`config.mk`:
```
export PLATFORM = sky130hd
export DESIGN_NAME = approx_sum_error_monitor
export DESIGN_NICKNAME = d
export VERILOG_FILES = /design/src/rtl/approx_sum_error_monitor.sv
export SDC_FILE = /design/constraint.sdc
export NUM_CORES = 1
export LEC_CHECK = 0
export BUFFER_PORTS_ARGS = -buffer_cell sky130_fd_sc_hd__buf_2
export CORE_ASPECT_RATIO = 0.75
export CORE_MARGIN = 1.5
export CORE_UTILIZATION = 47
export DETAILED_ROUTE_END_ITERATION = 10
export PLACE_DENSITY = 0.69
export SETUP_SLACK_MARGIN = 0.3
export SLEW_MARGIN = 15
export SYNTH_ARGS = -nofsm -noshare
export SYNTH_HDL_FRONTEND = slang
export SYNTH_SLANG_ARGS = --single-unit
```
`constraint.sdc`:
```
create_clock -name clk -period 12.68 [get_ports clk]
set_clock_uncertainty 0.2 [all_clocks]
set_input_delay 1.902 -clock clk [delete_from_list [all_inputs] [get_ports clk]]
set_output_delay 1.902 -clock clk [all_outputs]
set_load 0.02 [all_outputs]
```
`src/rtl/approx_sum_error_monitor.sv`:
```
// Error-statistics monitor for an N-bit approximate adder: exact-sum reference, 2-stage ED pipeline.
// Optional macro ERR_SQ_EN adds a saturating sum of squared error distances (sum_sq_ed).
module approx_sum_error_monitor #(
  parameter int N     = 8,
  parameter int CNT_W = 16,
  parameter int ACC_W = 32
) (
  input  logic             clk,
  input  logic             rst_n,
  input  logic             start,
  input  logic [CNT_W-1:0] num_samples,
  input  logic             in_valid,
  output logic             in_ready,
  input  logic [N-1:0]     a,
  input  logic [N-1:0]     b,
  input  logic [N-1:0]     approx_sum,
  output logic             busy,
  output logic             done,
  output logic [CNT_W-1:0] sample_count,
  output logic [CNT_W-1:0] err_count,
  output logic [N-1:0]     max_ed,
  output logic [ACC_W-1:0] sum_ed
`ifdef ERR_SQ_EN
  ,
  output logic [ACC_W-1:0] sum_sq_ed
`endif
);

  localparam int SAT_W = ((ACC_W > 2 * N) ? ACC_W : 2 * N) + 1;
  localparam logic [ACC_W-1:0] ACC_MAX = '1;

  typedef enum logic [1:0] {IDLE, RUN, DRAIN, DONE} state_t;

  function automatic logic [N-1:0] abs_diff(input logic [N-1:0] x, input logic [N-1:0] y);
    logic signed [N:0] d;
    d = $signed({1'b0, x}) - $signed({1'b0, y});
    return d[N] ? N'(-d) : N'(d);
  endfunction

  function automatic logic [ACC_W-1:0] sat_add(input logic [ACC_W-1:0] acc,
                                               input logic [2*N-1:0] inc);
    logic [SAT_W-1:0] s;
    s = SAT_W'(acc) + SAT_W'(inc);
    return (s > SAT_W'(ACC_MAX)) ? ACC_MAX : s[ACC_W-1:0];
  endfunction

  state_t           state;
  logic [CNT_W-1:0] n_lat;
  logic             hs;
  logic             last_hs;
  logic [N-1:0]     exact_p0;
  logic [N-1:0]     exact_p1;
  logic [N-1:0]     approx_p1;
  logic             vld_p1;
  logic [N-1:0]     ed_p1;
  logic [2*N-1:0]   ed_w_p1;

  assign in_ready = (state == RUN);
  assign busy     = (state == RUN) || (state == DRAIN);
  assign done     = (state == DONE);
  assign hs       = in_valid & in_ready;
  assign last_hs  = hs && (sample_count == n_lat - CNT_W'(1));
  assign exact_p0 = a + b;

  // Stage 1: register reference sum and adder output
  always_ff @(posedge clk) begin
    if (hs) begin
      exact_p1  <= exact_p0;
      approx_p1 <= approx_sum;
    end
  end

  // Stage 2: error distance and statistics update
  assign ed_p1   = abs_diff(exact_p1, approx_p1);
  assign ed_w_p1 = (2 * N)'(ed_p1);

  always_ff @(posedge clk or negedge rst_n) begin
    if (!rst_n) begin
      state        <= IDLE;
      n_lat        <= '0;
      sample_count <= '0;
      err_count    <= '0;
      max_ed       <= '0;
      sum_ed       <= '0;
      vld_p1       <= 1'b0;
`ifdef ERR_SQ_EN
      sum_sq_ed    <= '0;
`endif
    end else begin
      vld_p1 <= hs;
      if (vld_p1) begin
        if (ed_p1 != '0) err_count <= err_count + CNT_W'(1);
        if (ed_p1 > max_ed) max_ed <= ed_p1;
        sum_ed <= sat_add(sum_ed, ed_w_p1);
`ifdef ERR_SQ_EN
        sum_sq_ed <= sat_add(sum_sq_ed, ed_w_p1 * ed_w_p1);
`endif
      end
      case (state)
        IDLE, DONE: begin
          if (start) begin
            n_lat        <= num_samples;
            sample_count <= '0;
            err_count    <= '0;
            max_ed       <= '0;
            sum_ed       <= '0;
`ifdef ERR_SQ_EN
            sum_sq_ed    <= '0;
`endif
            state        <= (num_samples != '0) ? RUN : DONE;
          end
        end
        RUN: begin
          if (hs) begin
            sample_count <= sample_count + CNT_W'(1);
            if (last_hs) state <= DRAIN;
          end
        end
        // Nothing enters stage 1 here, so the last sample commits on this same edge.
        DRAIN:   state <= DONE;
        default: state <= IDLE;
      endcase
    end
  end

endmodule

```
==> flow_summary.toml, run 1 <==
[outcome]
outcome = "finished, final reports clean"

[route]
dr_total_vias = 5993
antenna_left = 0
drc = 0
drt-pass1-iter-count = 5
wl_um = 16200
viasPerCell = 5.63
first_iter_violations = 365
routedWlPerCell_um = 15.2

[floorplanning]
die_w_um = 143
die_area_um2 = 15400
initial_utilization = 0.479
io_pins = 119
rows = 38
core_region_area_um2 = 14400
dieHeight_um = 108

[timing]
hold_viol = 0
layout_min_cycle_time_ns = 5.53
setup_viol = 0
fin_crit_sh = 0.436
rsz0062_at_grt = "false"
slew_violations = 0
tightest_slew_ns = 1.05
slew_headroom = 0.301
max_freq_mhz = 181
fin_setup_tns_ns = 0

[clocking]
clk_pin_slew_ns = 0.07
cts_tree = "yes"
cts_buffer_depth = 2
ctsHoldBuffers = 0
cts_sinks = 107
cts_buffers = 9
post_cts_resized = 0
cts-htree-levels = 3
clkLatencyLatePin_ns = 0.35
clock-root-buffer = "clkbuf_16"
postCtsSetupBuffers = 0

[global_routing]
grt_pass1_wl_um = 26900
grt_pass1_vias = 5459
grt_max_degree = 66
gr-total-overflow = 0
track_usage = 0.218
antenna_found_initial = 0

[yosys]
syn_area_um2 = 6900
syn_avg_cell_area_um2 = 9.04
synth_area_leaders = "dfrtp_1 33%, edfxtp_1 7.0%, ha_1 6.9%"
synth_top_area_cell = "dfrtp_1"
async_flop_share = 0.850
ys_seq_area_frac = 0.400
synth_edf_count = 16
synthCells = 763
synth_ff_type = "dfrtp_1"
synth_cell_types = 75
ys_ff_latch = 107
yosys_warnings = 0
yosys.area.top_type_share = 0.330
syn_nets = 848

[power]
p_switching_mw = 0.679
switching_share = 0.432
cellPowerDensity_nw_per_um2 = 198
sequentialPowerShare = 0.313
pwr-share-clk = 0.195
p_leak_nw = 3.72
power_mw = 1.57
p_int_mw = 0.893
ir_drop_mv = 0.115
p_comb_frac = 0.492

[worst_setup_path]
crit_path_start_kind = "flip-flop"
critical_path.startpoint = "exact_p1[0]$_DFFE_PP_"
ff2ff_setup_slack_ns = 7.15
crit-reg2reg-launch = "exact_p1[0]$_DFFE_PP_"
critPathMaxFanout = 12
cp-end-kind = "flip-flop"
r2r_cells = 18
crit_arrival_ns = 5.56
r2r-end = "sum_ed[19]$_DFF_PN0_"
crit_end = "sum_ed[19]$_DFF_PN0_"
cp.required_ns = 12.71
critPathKind = "reg -> reg"

[layout]
final_nets = 945
drive_gt1_frac = 0.177
stdcell_area_um2 = 7940
stdcell_count = 1065
nFillCells = 1348
syn_to_final_growth_pct = 15.1
final_common_cell = "buf_2"
insertedDiodeCount = 0
final_cell_mix = "117 x buf_2, 91 x dfrtp_1, 85 x nand2_1"

[worst_hold_path]
min-delay-start = "n_lat[15]$_DFFE_PN0P_"
holdCritPathClass = "reg -> reg"

[place]
gp_congestion = 0.855
portBuffers = 118
dp_hpwl_um = 11800
placedCellCount = 1049
dpl-instance-area_um2 = 7620

[run]
drv_cap = 0
==> metrics by stage <==
stage,worst slack [ns],hold WS [ns],utilization
after global routing,6.68,0.343,0.551
final,7.15,0.295,0.551
after CTS,7.24,0.301,0.551
after detailed placement,7.26,0.285,0.529
after global placement,7.42,0.282,0.529
after floorplan,8.08,0.265,-
==> worst max-delay path, stage by stage (launching register included) <==
cell and delay [ns]:
edfxtp_1 0.36, inv_1 0.06, ha_1 0.14, inv_1 0.05, fa_1 0.41, a211oi_2 0.34
o21ai_0 0.16, a31oi_1 0.70, o21ai_0 0.39, ha_1 0.37, a21o_1 0.17, a21oi_1 0.21
o21bai_1 0.08, a21oi_1 0.25, o21bai_1 0.14, a41oi_1 0.65, nor2_1 0.30, a221oi_1 0.33
nor2_1 0.08
==> registers in the layout, summed over array words and instances (netlist names) <==
register / count
exact_p1: 8
n_lat: 16
sample_count: 16
err_count: 16
max_ed: 8
approx_p1: 8
vld_p1: 1
sum_ed: 32
state: 2
==> layout make-up <==
class | count | area [µm²] | share of cell area
clock inverters | 4 | 73.8 | 0.00930
repair buffers | 121 | 616 | 0.0775
well taps | 200 | 250 | 0.0315
inverters | 42 | 158 | 0.0199
multi-input cells | 579 | 3840 | 0.484
flip-flops and latches | 107 | 2760 | 0.347
clock buffers | 12 | 246 | 0.0310
==> worst min-delay path by stage <==
stage	end	cells past startpoint
after floorplan	n_lat[15]$_DFFE_PN0P_	2
after global placement	n_lat[15]$_DFFE_PN0P_	2
after detailed placement	n_lat[15]$_DFFE_PN0P_	2
after CTS	n_lat[15]$_DFFE_PN0P_	2
after global routing	n_lat[15]$_DFFE_PN0P_	2
final	n_lat[15]$_DFFE_PN0P_	2
==> cell usage after synthesis, drive strengths merged, types with 18 or more instances <==
library cell	number
a21oi	47
nor3	24
nand2	85
nand3	23
xnor2	33
ha	38
xor2	22
nor2	55
inv	41
clkbuf	29
dfrtp	91
and3	18
o21ai	40
==> power by group through the flow <==
stage | Clock (mW) | Sequential, mW | Combinational [mW]
2_1_floorplan | 0 | 0.498 | 0.580
3_3_place_gp | 0 | 0.495 | 0.754
3_5_place_dp | 0 | 0.497 | 0.764
4_1_cts | 0.312 | 0.491 | 0.772
5_1_grt | 0.324 | 0.502 | 0.866
6_report | 0.307 | 0.491 | 0.774
==> metal layers <==
layer  global-route usage  up-vias  share of wire
li1                     -     2972              -
met1                0.324     2866           0.51
met2                0.338      144           0.44
met3               0.0302       11          0.037
met4               0.0471        0         0.0072
met5                    0        -              0
==> cells by family (layout without fill, tap and decap cells) <==
logic type,Yosys count,after routing,synth area share
flops,107,107,0.400
xor+xnor,56,56,0.0731
fa+ha+maj,41,41,0.0776
compound gates,177,177,0.168
simple gates,292,292,0.219
mux,13,13,0.0190
buf+inv,77,179,0.0435
Note: power is estimated with default switching activity, not from simulation.
==> run 2: changes to the inputs <==
- PLACE_DENSITY: 0.69 -> 0.71
- clock period: 12.68 -> 4.9 ns (I/O delays scaled with it)
==> flow_summary.toml, run 2 (synthesis gave the netlist of run 1 again) <==
[outcome]
outcome = "finished, final reports clean"

[layout]
final_nets = 956
largest_reg_flops = 32
syn_to_final_growth_pct = 17.7
regMostFlops = "sum_ed"
stdcell_area_um2 = 8120
final_cell_mix = "117 x buf_2, 91 x dfrtp_1, 85 x nand2_1"
nFillCells = 1317
multiInputGateArea_um2 = 3930
insertedDiodeCount = 0
drive_gt1_frac = 0.209
seqCellArea_um2 = 2760
final_common_cell = "buf_2"

[route]
viasPerCell = 5.63
drc = 0
drt-pass1-iter-count = 8
first_iter_violations = 497
routedWlPerCell_um = 15.8
wl_um = 17000
dr_total_vias = 6047
antenna_left = 0

[power]
ir_drop_mv = 0.215
p_leak_nw = 3.80
power_mw = 4.22
cellPowerDensity_nw_per_um2 = 520

[timing]
setup_viol = 0
tightest_slew_ns = 1.03
fin_crit_sh = 0.887
fin_setup_tns_ns = 0
layout_min_cycle_time_ns = 4.35
hold_ws_ns = 0.239
hold_viol = 0
slew_headroom = 0.308
rsz0062_at_grt = "false"
fin_ws_ns = 0.553
slew_violations = 0
max_freq_mhz = 230

[global_routing]
grt_pass1_wl_um = 27300
grt_pass1_vias = 5333
gr-total-overflow = 0
track_usage = 0.224
grt_max_degree = 57
antenna_found_initial = 0

[clocking]
clock-root-buffer = "clkbuf_16"
cts_buffers = 9
ctsHoldBuffers = 0
clk_pin_slew_ns = 0.07
cts-htree-levels = 3
cts_tree = "yes"
cts_sinks = 107
cts_buffer_depth = 2
clkLatencyLatePin_ns = 0.34

[floorplanning]
dieHeight_um = 108
io_pins = 119
core_region_area_um2 = 14400
rows = 38
initial_utilization = 0.479
die_area_um2 = 15400
die_w_um = 143

[place]
portBuffers = 118
dp_slack_ns = 0.0521
dpl-instance-area_um2 = 7670
dp_hpwl_um = 12400
gp_congestion = 0.892

[worst_setup_path]
cp.required_ns = 4.93
cp-end-kind = "flip-flop"
critPathMaxFanout = 9
crit_arrival_ns = 4.38
crit_path_start_kind = "flip-flop"
ff2ff_setup_slack_ns = 0.55
critPathKind = "reg -> reg"

[worst_hold_path]
holdCritPathClass = "in -> async"

[run]
drv_cap = 0
## run 2: critical path: stages, from the launching register on
cell      delay, ns
edfxtp_1       0.36
inv_1          0.06
ha_1           0.16
inv_1          0.05
fa_2           0.37
a211oi_2       0.26
o21ai_0        0.14
a31oi_2        0.31
buf_4          0.17
o21ai_2        0.09
fa_2           0.38
a21o_1         0.21
a21oi_2        0.17
o21bai_1       0.10
a21oi_2        0.15
o21bai_1       0.08
a21o_2         0.26
nand4_1        0.28
nand4_1        0.13
a32o_1         0.30
## run 2: path summary, 6_finish.rpt
check,startpoint,to,cells past startpoint
min,rst_n,err_count[2]$_DFF_PN0_,1
min in group clk,n_lat[15]$_DFFE_PN0P_,n_lat[15]$_DFFE_PN0P_,2
max reg2reg,exact_p1[0]$_DFFE_PP_,sum_ed[25]$_DFF_PN0_,19
max,exact_p1[0]$_DFFE_PP_,sum_ed[25]$_DFF_PN0_,19
min reg2reg,n_lat[15]$_DFFE_PN0P_,n_lat[15]$_DFFE_PN0P_,2
max in group asynchronous,rst_n,sum_ed[17]$_DFF_PN0_,2
## run 2: stage by stage
stage           util  instances
6_report       0.564       1075
5_1_grt        0.564       1075
4_1_cts        0.556       1070
3_5_place_dp   0.532       1055
3_3_place_gp   0.532       1055
2_1_floorplan      -        763
## run 2: routing by layer
layer / global-route usage / up-vias / wire length (µm)
li1: - / 2977 / -
met1: 0.355 / 2857 / 8790
met5: 0 / - / 0
met3: 0.0365 / 10 / 1010
met2: 0.319 / 203 / 7080
met4: 0.0442 / 0 / 114
## run 2: what timing repair did
action	in CTS	in global routing
gates resized for setup	5	18
endpoints found under the setup margin	12	32
buffers inserted	0	5
pin swaps	0	7
## run 2: cell type report
class,instances,area share
clock buffers,13,0.0359
clock inverters,2,0.00478
inverters,42,0.0194
multi-input cells,579,0.483
flip-flops and latches,107,0.340
well taps,200,0.0308
repair buffers,132,0.0860
## run 2: power breakdown
group,internal [mW],switching (mW),total (mW)
Sequential,1.07,0.189,1.26
Clock,0.469,0.325,0.794
Combinational,0.875,1.29,2.16
Total,2.42,1.80,4.22
